==> src/rtl/mux_pkg.sv <==
// -----------------------------------------------------------------------------
// mux_pkg
//   Shared definitions for the registered N-way selector (mux_pipe_n) and its
//   two-entry output buffer (skid_reg2).
//
//   Contents:
//     skid_state_e : occupancy state of the two-entry buffer
//     sel_width()  : select width derived from the channel count
//     is_pow2()    : true when every select code maps to a real channel
//
//   The per-entry struct {data, err} depends on the WIDTH parameter of the
//   instantiating module. A package typedef cannot take a parameter, so the
//   struct is declared inside mux_pipe_n using WIDTH. skid_reg2 takes it as a
//   type parameter.
// -----------------------------------------------------------------------------
package mux_pkg;

  // Buffer occupancy: nothing, head only, head plus skid.
  typedef enum logic [1:0] {
    ST_EMPTY = 2'd0,
    ST_ONE   = 2'd1,
    ST_FULL  = 2'd2
  } skid_state_e;

  // Select width for n channels. Never below 1 so the port always exists.
  function automatic int sel_width(input int n);
    return (n <= 2) ? 1 : $clog2(n);
  endfunction

  // With a power-of-two channel count every select code is a valid channel,
  // so the range check folds away to a constant.
  function automatic bit is_pow2(input int n);
    return (n > 0) && ((n & (n - 1)) == 0);
  endfunction

endpackage

==> src/rtl/skid_reg2.sv <==
// -----------------------------------------------------------------------------
// skid_reg2
//   Two-entry in-order buffer with valid/ready on both sides. It is generic
//   over the stored entry type. The head entry sits in r_main and drives the
//   output directly. r_skid catches the one extra entry that can arrive while
//   the consumer stalls. o_ready depends only on the registered state, so the
//   producer never sees a combinational path from i_ready.
//
//   Ports:
//     clk      : rising-edge clock
//     rst_n    : asynchronous active-low reset; discards all entries
//     i_valid  : producer presents i_entry
//     o_ready  : buffer can accept this cycle (state != FULL)
//     i_entry  : entry to store
//     o_valid  : head entry valid (state != EMPTY)
//     i_ready  : consumer takes the head this cycle
//     o_entry  : head entry (r_main)
// -----------------------------------------------------------------------------
module skid_reg2
  import mux_pkg::*;
#(
  parameter type T = logic [32:0]
) (
  input  logic clk,
  input  logic rst_n,
  input  logic i_valid,
  output logic o_ready,
  input  T     i_entry,
  output logic o_valid,
  input  logic i_ready,
  output T     o_entry
);

  skid_state_e r_state;
  skid_state_e w_state_next;
  T            r_main;
  T            r_skid;
  logic        w_push;
  logic        w_pop;

  assign w_push = i_valid && o_ready;
  assign w_pop  = o_valid && i_ready;

  // State register.
  always_ff @(posedge clk or negedge rst_n) begin
    if (!rst_n) begin
      r_state <= ST_EMPTY;
    end else begin
      r_state <= w_state_next;
    end
  end

  // Next-state logic. A push in FULL cannot happen because o_ready is low.
  always_comb begin
    w_state_next = r_state;
    unique case (r_state)
      ST_EMPTY: begin
        if (w_push) w_state_next = ST_ONE;
      end
      ST_ONE: begin
        if (w_push && !w_pop)      w_state_next = ST_FULL;
        else if (!w_push && w_pop) w_state_next = ST_EMPTY;
      end
      ST_FULL: begin
        if (w_pop) w_state_next = ST_ONE;
      end
      default: w_state_next = ST_EMPTY;
    endcase
  end

  // Output logic: flags come from state only, and data comes from the head
  // register only.
  always_comb begin
    o_ready = (r_state != ST_FULL);
    o_valid = (r_state != ST_EMPTY);
    o_entry = r_main;
  end

  // Storage. r_main always holds the oldest entry, which gives FIFO order.
  // In ONE with push and pop together, the head leaves and the new entry
  // replaces it directly. In FULL with pop, the skid entry moves up to head.
  always_ff @(posedge clk or negedge rst_n) begin
    if (!rst_n) begin
      r_main <= '0;
      r_skid <= '0;
    end else begin
      case (r_state)
        ST_EMPTY: begin
          if (w_push) r_main <= i_entry;
        end
        ST_ONE: begin
          if (w_push && w_pop) r_main <= i_entry;
          else if (w_push)     r_skid <= i_entry;
        end
        ST_FULL: begin
          if (w_pop) r_main <= r_skid;
        end
        default: ;
      endcase
    end
  end

endmodule

==> src/rtl/mux_pipe_n.sv <==
// -----------------------------------------------------------------------------
// mux_pipe_n
//   N-way, WIDTH-bit selector with a registered valid/ready output. The
//   selected word is stored together with an out-of-range flag in a
//   two-entry buffer, so the consumer may stall without losing data.
//
//   Parameters:
//     WIDTH : data width per channel
//     N     : number of channels (2 or more)
//     SEL_W : select width, derived from N
//
//   Ports:
//     clk          : rising-edge clock
//     rst_n        : asynchronous active-low reset
//     i_in_data    : N*WIDTH; channel k occupies [k*WIDTH +: WIDTH]
//     i_sel        : channel index, sampled with i_in_data
//     i_in_valid   : producer presents data/select
//     o_in_ready   : block can accept this cycle
//     o_out_data   : selected word at the head of the buffer
//     o_out_err    : head entry was captured with i_sel >= N
//     o_out_valid  : head entry valid
//     i_out_ready  : consumer takes the head this cycle
//     o_sel_err    : sticky flag for any accepted out-of-range select
//     i_err_clr    : synchronous clear of o_sel_err (a set in the same cycle wins)
// -----------------------------------------------------------------------------
module mux_pipe_n
  import mux_pkg::*;
#(
  parameter  int WIDTH = 32,
  parameter  int N     = 3,
  localparam int SEL_W = sel_width(N)
) (
  input  logic                 clk,
  input  logic                 rst_n,
  input  logic [N*WIDTH-1:0]   i_in_data,
  input  logic [SEL_W-1:0]     i_sel,
  input  logic                 i_in_valid,
  output logic                 o_in_ready,
  output logic [WIDTH-1:0]     o_out_data,
  output logic                 o_out_err,
  output logic                 o_out_valid,
  input  logic                 i_out_ready,
  output logic                 o_sel_err,
  input  logic                 i_err_clr
);

  typedef struct packed {
    logic [WIDTH-1:0] data;
    logic             err;
  } entry_t;

  logic [N-1:0]     w_hit;
  logic [WIDTH-1:0] w_sel_data;
  logic             w_oor;
  logic             w_accept;
  entry_t           w_in_entry;
  entry_t           w_out_entry;
  logic             r_sel_err;

  // One-hot channel decode. An out-of-range select hits no channel, so the
  // OR-reduction below yields zero data without a separate masking step.
  genvar gi;
  generate
    for (gi = 0; gi < N; gi++) begin : g_hit
      assign w_hit[gi] = (i_sel == SEL_W'(gi));
    end
  endgenerate

  always_comb begin
    w_sel_data = '0;
    for (int k = 0; k < N; k++) begin
      if (w_hit[k]) w_sel_data = w_sel_data | i_in_data[k*WIDTH +: WIDTH];
    end
  end

  // Range check. When N is a power of two, every code is valid. The compare
  // would also truncate N to zero in that case, so it is removed entirely.
  generate
    if (is_pow2(N)) begin : g_no_range
      assign w_oor = 1'b0;
    end else begin : g_range
      assign w_oor = (i_sel >= SEL_W'(N));
    end
  endgenerate

  always_comb begin
    w_in_entry      = '0;
    w_in_entry.data = w_sel_data;
    w_in_entry.err  = w_oor;
  end

  assign w_accept = i_in_valid && o_in_ready;

  // Sticky error flag. A set takes priority over a clear in the same cycle,
  // so an error arriving alongside a clear is never missed.
  always_ff @(posedge clk or negedge rst_n) begin
    if (!rst_n) begin
      r_sel_err <= 1'b0;
    end else if (w_accept && w_oor) begin
      r_sel_err <= 1'b1;
    end else if (i_err_clr) begin
      r_sel_err <= 1'b0;
    end
  end

  assign o_sel_err = r_sel_err;

  skid_reg2 #(
    .T (entry_t)
  ) u_skid (
    .clk     (clk),
    .rst_n   (rst_n),
    .i_valid (i_in_valid),
    .o_ready (o_in_ready),
    .i_entry (w_in_entry),
    .o_valid (o_out_valid),
    .i_ready (i_out_ready),
    .o_entry (w_out_entry)
  );

  assign o_out_data = w_out_entry.data;
  assign o_out_err  = w_out_entry.err;

endmodule

==> config.mk <==
export PLATFORM = sky130hd
export DESIGN_NAME = mux_pipe_n
export DESIGN_NICKNAME = d
export VERILOG_FILES = /design/src/rtl/mux_pkg.sv /design/src/rtl/skid_reg2.sv /design/src/rtl/mux_pipe_n.sv
export SDC_FILE = /design/constraint.sdc
export NUM_CORES = 1
export LEC_CHECK = 0
export ABC_CLOCK_PERIOD_IN_PS = 1700
export BUFFER_PORTS_ARGS = -buffer_cell sky130_fd_sc_hd__clkbuf_2
export CORE_MARGIN = 1
export CORE_UTILIZATION = 43
export DETAILED_ROUTE_END_ITERATION = 12
export PLACE_DENSITY = 0.81
export SKIP_LAST_GASP = 1
export SLEW_MARGIN = 20
export SYNTH_ARGS = -nofsm -noshare
export SYNTH_HDL_FRONTEND = slang
export SYNTH_SLANG_ARGS = --single-unit
==> constraint.sdc <==
create_clock -name clk -period 1.7 [get_ports clk]
set_input_delay 0.255 -clock clk [delete_from_list [all_inputs] [get_ports clk]]
set_output_delay 0.255 -clock clk [all_outputs]
set_load 0.005 [all_outputs]
# Yosys cells after proc, flatten, opt, wreduce, memory -nomap -nowiden
# Index checks and enable logic that the tools add are counted.
# word_totals
regBits,69
input_bits,103
out_inout_bits,36
elab_cells,49
# op_classes
n_lt_le_gt_ge,1
n_eq_ne,9
muxes,14
n_bitwise,3
n_reduce_logical,16
# op_table
cell,n
33-bit two-way mux,3
33-bit case mux with 3 select lines,1
32-bit two-way mux,3
32-bit OR,2
2-bit two-way mux,4
1-bit logical AND,6
2-bit by 1-bit inequality test with 1-bit output (second input constant),3
2-bit case mux with 3 select lines,1
3-bit AND reduction,2
2-bit by 1-bit equality test with 1-bit output (second input constant),2
2-bit equality test (second input constant),2
2-bit logical NOT,2
4-bit AND reduction,1
2-bit nonzero test,2
3-bit by 1-bit inequality test with 1-bit output (second input constant),1
3-bit nonzero test,1
2-bit greater-or-equal comparator (second input constant),1
1-bit logical NOT,2
1-bit two-way mux,2
2-bit inequality test (second input constant),1
1-bit inverter,1

# Logic depth before layout (Yosys ltp)
# Gate-level depths: netlist (run 1).
# depth
word_depth,8
mapped_depth,6
ltp_nobuf,3

# By module
# From an unflattened synthesis (run 1), not the netlist that was laid out.
# hier_totals
hier_cells,279
hier_area_um2,3892.5
# modules_own_cells
mod,n_inst,cells_each,area_per_inst_um2,seq_area_each_um2
skid_reg2,1,198,2910.3,1701.6
mux_pipe_n,1,81,982.2,25.0

# Least setup slack after synthesis (run 1)
# OpenSTA, ideal clock, no wires.
# synth_timing
path_kind,reg-to-reg
start,reg u_skid.r_state[0]
end,"reg u_skid.r_main, in the netlist u_skid.o_entry[10]"
setup_time_ps,123
arrival_ps,1331
required_time_ps,1577
setup_slack_ps,247
stages_incl_launch_ff,5
path_buffers,1
period_less_slack_ps,1453
cell_sequence,dfrtp_1 nand3b_2 clkbuf_1 or4b_1 o221a_2
# synth_between
elab_chain_len,5
word_cells_on_any_way,14
cone_classes,eq/ne: 6; mux: 1; reduce/logical: 7
# synth_rtl
element,line,text
from (decl),skid_reg2.sv:34,skid_state_e r_state;
from (signal assigned),skid_reg2.sv:49,r_state <= w_state_next;
2-bit inequality test or 2-bit nonzero test (tied branches),"skid_reg2.sv:74, skid_reg2.sv:75",
"1-bit logical AND, on equally long branches","skid_reg2.sv:41, skid_reg2.sv:42",
1-bit logical AND,skid_reg2.sv:92,if (w_push && w_pop) r_main <= i_entry;
2-bit by 1-bit inequality test with 1-bit output (no source line),--,
4-bit AND reduction (no source line),--,
to (signal assigned),skid_reg2.sv:89,if (w_push) r_main <= i_entry;
to (signal assigned),skid_reg2.sv:92,
to (signal assigned),skid_reg2.sv:96,if (w_pop) r_main <= r_skid;
to (decl),skid_reg2.sv:36,T r_main;
# Parallel ways exist; a longest one is shown, timed or not.
# A chain may end at the register's enable or synchronous reset.

# Worst setup path after layout (run 1)
# layout_timing
start,reg u_skid.r_state[1]
end,out o_out_valid
# layout_between
elab_chain_len,1
# layout_rtl
element,line,text
2-bit nonzero test,skid_reg2.sv:75,o_valid = (r_state != ST_EMPTY);
to (decl),mux_pipe_n.sv:41,"output logic o_out_valid,"
# No other way between the ends.

==> reports/metrics.cfg, run 1 <==
[worst_setup_path]
worstSetupEndpointType=output pin
crit_required_ns=1.44
startpoint=u_skid.r_state[1]
r2r-end=u_skid.r_skid[9]
crit_path_start_kind=flip-flop
reg2reg_from=u_skid.r_state[0]
r2r_cells=4
crit_type=reg -> out
regToRegSetupSlack_ns=0.09
cp.arrival_ns=1.38
critPathMaxFanout=27

[cts]
clock_path_buffers=2
clock-sinks=69
clkTransAtPathRegs_ns=0.07
postCtsSetupRepairBufs=0
cts_tree=built
clock_latency_ns=0.33
clockRootBuffer=clkbuf_8
htree_levels=3
numCtsBuffers=9

[sta]
slew_viol_final=0
finalHoldViolCount=0
rsz0062_at_grt=false
timing.slew.headroom_pct=74.8
whs_ns=0.109
fmax_mhz=612
period_share_pct=96.1
period_minus_slack_ns=1.63
setup_viol=0
skew_ns=0.00602
worst_slack_ns=0.0671
worst_pin_slew_ns=0.377

[grt]
antenna_found_initial=0
grt_pass1_vias=3001
grt_pass1_wl_um=14700
grt_overflow=0
grtUsageTotal_pct=21.4
grt_max_degree=44

[drt]
drc=0
drt-initial-drc-count=121
routed-via-count=2999
viasPerCell=5.65
first_pass_iters=4
wl_per_cell_um=17.4
routed_wl_um=9260
postRouteAntennaNets=0

[die]
dieHeight_um=95.1
io_pins=139
die_area_sq_um=9040
coreArea_sq_um=8300
initial_core_util_pct=44.9
rows=33
die_x_um=95.1

[layout]
syn2layout_area_growth_pct=28.2
fillers=704
drive_gt1_share_pct=57.7
antenna_cells=0
layout.nets=525

[synth]
seq_area_frac_synth_pct=46.4
avgSynthCellArea_sq_um=13.0
synthCells=286
yosysMostFrequentCell=dfrtp_1
synth-main-ff-cell=dfrtp_1
synth_commonest_cells=dfrtp_1, mux2i_1, mux2_2
async_flop_share_pct=100
synth_top_area_share_pct=46.4
synthTopCellsByArea=dfrtp_1, mux2_2, o221a_2, mux2i_1, or4b_1
syn_nets=389
yosysTopAreaCell=dfrtp_1
ys_ff_latch=69
synth_cell_types=27
synth-edff-count=0
yosys_warnings=0
netlist_area_sq_um=3720

[placement]
portBuffers=138
post-place-ws_ns=-0.0303
hpwl_um=6650
place_congestion=0.738

[worst_hold_path]
holdPathEnd=o_sel_err
holdPathStages=2
hp-class=in -> reg
min_from=i_err_clr

[power]
ir_worst_vdd_uv=416
power_density_nw_per_um2=1100
cellLeakagePower_nw=2.21

[status]
status=completed

[run]
maxCapViolations=0

## through the flow
stage	instance area, sq um	TNS, ns	instances	power, W	utilization (%)
after floorplan	3720	0	286	0.00340	-
after global placement	4560	0	515	0.00400	55.0
after detailed placement	4560	-0.0654	515	0.00410	55.0
after CTS	4760	-0.000298	531	0.00531	57.4
after global routing	4770	0	531	0.00557	57.5
final	4770	0	531	0.00526	57.5
## per-layer routing
| layer | part of all wire (%) | track usage (%) | vias to the layer above |
|---|---|---|---|
| met4 | 0.87 | 6.57 | 0 |
| met3 | 5.8 | 3.51 | 8 |
| met1 | 43 | 27.4 | 1461 |
| li1 | - | - | 1418 |
| met2 | 50 | 36.9 | 112 |
| met5 | 0 | 0 | - |
## kinds of logic after synthesis
kind of cell / share of synthesized area [%]
buffers and inverters: 5.34
and+or+nand+nor: 11.0
DFF: 46.4
muxes: 19.1
AOI/OAI and AO/OA: 18.1
## cell usage in the layout (no fill, tap or decap), types with 3 or more instances in the layout
master / n
clkbuf_2: 137
dfrtp_1: 68
mux2i_1: 34
mux2_2: 33
o2bb2ai_1: 32
o221a_2: 32
or4b_1: 29
buf_4: 13
clkbuf_8: 12
buf_12: 5
nand2b_1: 3
or4b_2: 3
## where the power goes
group	switching, W	total, W	internal [W]
sequential	0.000304	0.00250	0.00220
clock	0.000560	0.00120	0.000641
combinational	0.000655	0.00156	0.000906
total	0.00152	0.00526	0.00374
## critical path, cell delays in order (launching register included)
cell      delay (ns)
dfrtp_2         0.44
buf_6           0.18
or2_2           0.31
clkbuf_2        0.11
## registers in the layout, indices dropped and copies added, names as in the netlist
register,count
u_skid.o_entry,33
u_skid.r_skid,33
o_sel_err,1
u_skid.r_state,2
## how the worst max path moves through the flow
stage	end	slack [ns]	cells after the start
floorplan	u_skid.o_entry[10]	0.25	4
global placement	u_skid.o_entry[27]	0.05	4
detailed placement	u_skid.o_entry[30]	-0.03	4
CTS	o_out_valid	-0.0003	3
global route	o_out_valid	0.01	3
finish	o_out_valid	0.07	3
## layout make-up
type | instances | area (sq um) | area share [%]
clock buffer | 14 | 173 | 3.62
tap | 105 | 131 | 2.75
sequential | 69 | 1730 | 36.2
multi-input combinational | 182 | 1810 | 38.0
timing repair buffer | 158 | 916 | 19.2
clock inverter | 1 | 5.00 | 0.105
inverter | 2 | 7.51 | 0.157
## timing repair
item                                   CTS  global route
hold buffers                             1             0
resized for setup                        1             4
endpoints found under the hold margin   26             0
setup endpoints to repair               18            57
Note: power is estimated with default switching activity, not from simulation.
==> inputs of run 2 (changes only) <==
RECOVER_POWER = 25   (was not set)
==> run 2 against run 1 <==
Effect of this change: total power about the same; register-to-register slack about the same; count of clock-buffer cells in the layout unchanged; design area about the same; via count up 0.10%; global-route usage unchanged; flip-flop and latch count unchanged; cell count unchanged; clock skew about the same.
==> reports/metrics.cfg, run 2 (same netlist as run 1, synthesis figures left out) <==
[grt]
grt_pass1_wl_um=14700  ; unchanged
grt_max_degree=44  ; unchanged
grtUsageTotal_pct=21.4  ; unchanged
antenna_found_initial=0  ; unchanged
grt_pass1_vias=3001  ; unchanged
grt_overflow=0  ; unchanged

[status]
status=completed

[layout]
antenna_cells=0  ; unchanged
layout.nets=525  ; unchanged
final_cell_mix=clkbuf_2, dfrtp_1, mux2i_1
stdcell_count=531  ; unchanged
final_common_cell=clkbuf_2
drive_gt1_share_pct=57.7  ; unchanged
syn2layout_area_growth_pct=28.1  ; about the same

[worst_setup_path]
crit_path_start_kind=flip-flop
cp.arrival_ns=1.38  ; about the same
startpoint=u_skid.r_state[1]
worstSetupEndpointType=output pin
crit_required_ns=1.44  ; about the same
crit_type=reg -> out
reg2reg_from=u_skid.r_state[0]
critPathMaxFanout=27  ; unchanged

[placement]
dp.cells=515  ; unchanged
post-place-ws_ns=-0.0303  ; unchanged
portBuffers=138  ; unchanged
place_congestion=0.738  ; unchanged
hpwl_um=6650  ; unchanged

[cts]
clockRootBuffer=clkbuf_8
clock-sinks=69  ; unchanged
clock_latency_ns=0.33  ; about the same
numCtsBuffers=9  ; unchanged
htree_levels=3  ; unchanged
cts_tree=built
clkTransAtPathRegs_ns=0.07  ; about the same
clock_path_buffers=2  ; unchanged

[die]
coreArea_sq_um=8300  ; unchanged
dieHeight_um=95.1  ; unchanged
die_area_sq_um=9040  ; unchanged
io_pins=139  ; unchanged
initial_core_util_pct=44.9  ; unchanged
rows=33  ; unchanged
die_x_um=95.1  ; unchanged

[sta]
fin_tns_setup_ns=0  ; unchanged
period_minus_slack_ns=1.63  ; +0.0000877 ns
setup_viol=0  ; unchanged
timing.slew.headroom_pct=51.3  ; -24 points
rsz0062_at_grt=false
worst_pin_slew_ns=0.731  ; +0.354 ns
slew_viol_final=0  ; unchanged
finalHoldViolCount=0  ; unchanged
worst_slack_ns=0.0670  ; -0.0000877 ns
fmax_mhz=612  ; about the same
period_share_pct=96.1  ; about the same
skew_ns=0.00602  ; -0.000000110 ns

[drt]
viasPerCell=5.65  ; +0.10%
routed_wl_um=9260  ; about the same
postRouteAntennaNets=0  ; unchanged
first_pass_iters=4  ; unchanged
drt-initial-drc-count=121  ; unchanged
wl_per_cell_um=17.4  ; about the same
drc=0  ; unchanged
routed-via-count=3002  ; +0.10%

[run]
maxCapViolations=0  ; unchanged

[worst_hold_path]
hp-class=in -> reg
min_from=i_err_clr

[power]
power_density_nw_per_um2=1100  ; about the same
cellLeakagePower_nw=2.21  ; about the same
ir_worst_vdd_uv=416  ; about the same

-- run 2: cell types whose count changed in the layout (fill, tap and decap cells not counted) --
cell / previous run / this run
buf_4: 13 / 12
clkbuf_2: 137 / 138
-- run 2: worst paths after layout --
check,to,slack [ns],cells after the start
worst max-delay path,o_out_valid,0.07,3
worst min-delay path,o_sel_err,0.11,2
worst max register to register,u_skid.r_skid[9],0.09,4
worst min register to register,u_skid.r_skid[10],0.51,1
max in group asynchronous,u_skid.r_state[1],0.48,3
min in group asynchronous,u_skid.o_entry[9],0.52,2
-- run 2: worst max-delay path, cell delays in order (launching register included) --
cell and delay, ns:
dfrtp_2 0.44, buf_6 0.18, or2_2 0.31, clkbuf_2 0.11
-- run 2: cell type report --
class | count | area, sq um
Sequential cell | 69 | 1730
Timing Repair Buffer | 158 | 913
Multi-Input combinational cell | 182 | 1810
Inverter | 2 | 7.51
Fill cell | 705 | 3530
Clock buffer | 14 | 173
Clock inverter | 1 | 5.00
Tap cell | 105 | 131
-- run 2: through the flow --
stage | total power [W] | instance area, sq um | hold WS, ns | util, %
CTS | 0.00531 | 4760 | 0.0949 | 57.4
global route | 0.00557 | 4770 | 0.101 | 57.5
global placement | 0.00400 | 4560 | 0.198 | 55.0
detailed placement | 0.00410 | 4560 | 0.204 | 55.0
floorplan | 0.00340 | 3720 | -0.0406 | -
finish | 0.00526 | 4770 | 0.108 | 57.5
-- run 2: repair_timing --
action,in CTS,in global routing
hold buffers,1,0
endpoints found under the hold margin,26,0
gates resized for setup,1,4
endpoints found under the setup margin,18,57
pin swaps,0,0
buffers inserted,0,0
gates cloned,0,0
-- run 2: layer usage --
layer	track usage (%)	share of wire (%)	vias up
met2	36.9	50	114
li1	-	-	1419
met4	6.57	0.87	0
met3	3.51	5.9	8
met5	0	0	-
met1	27.4	43	1461
-- run 2: where the power goes --
group | switching, W | total (W) | leakage, nW | internal (W)
clock network | 0.000560 | 0.00120 | 0.0926 | 0.000641
registers | 0.000304 | 0.00250 | 0.826 | 0.00220
logic | 0.000655 | 0.00156 | 1.29 | 0.000905
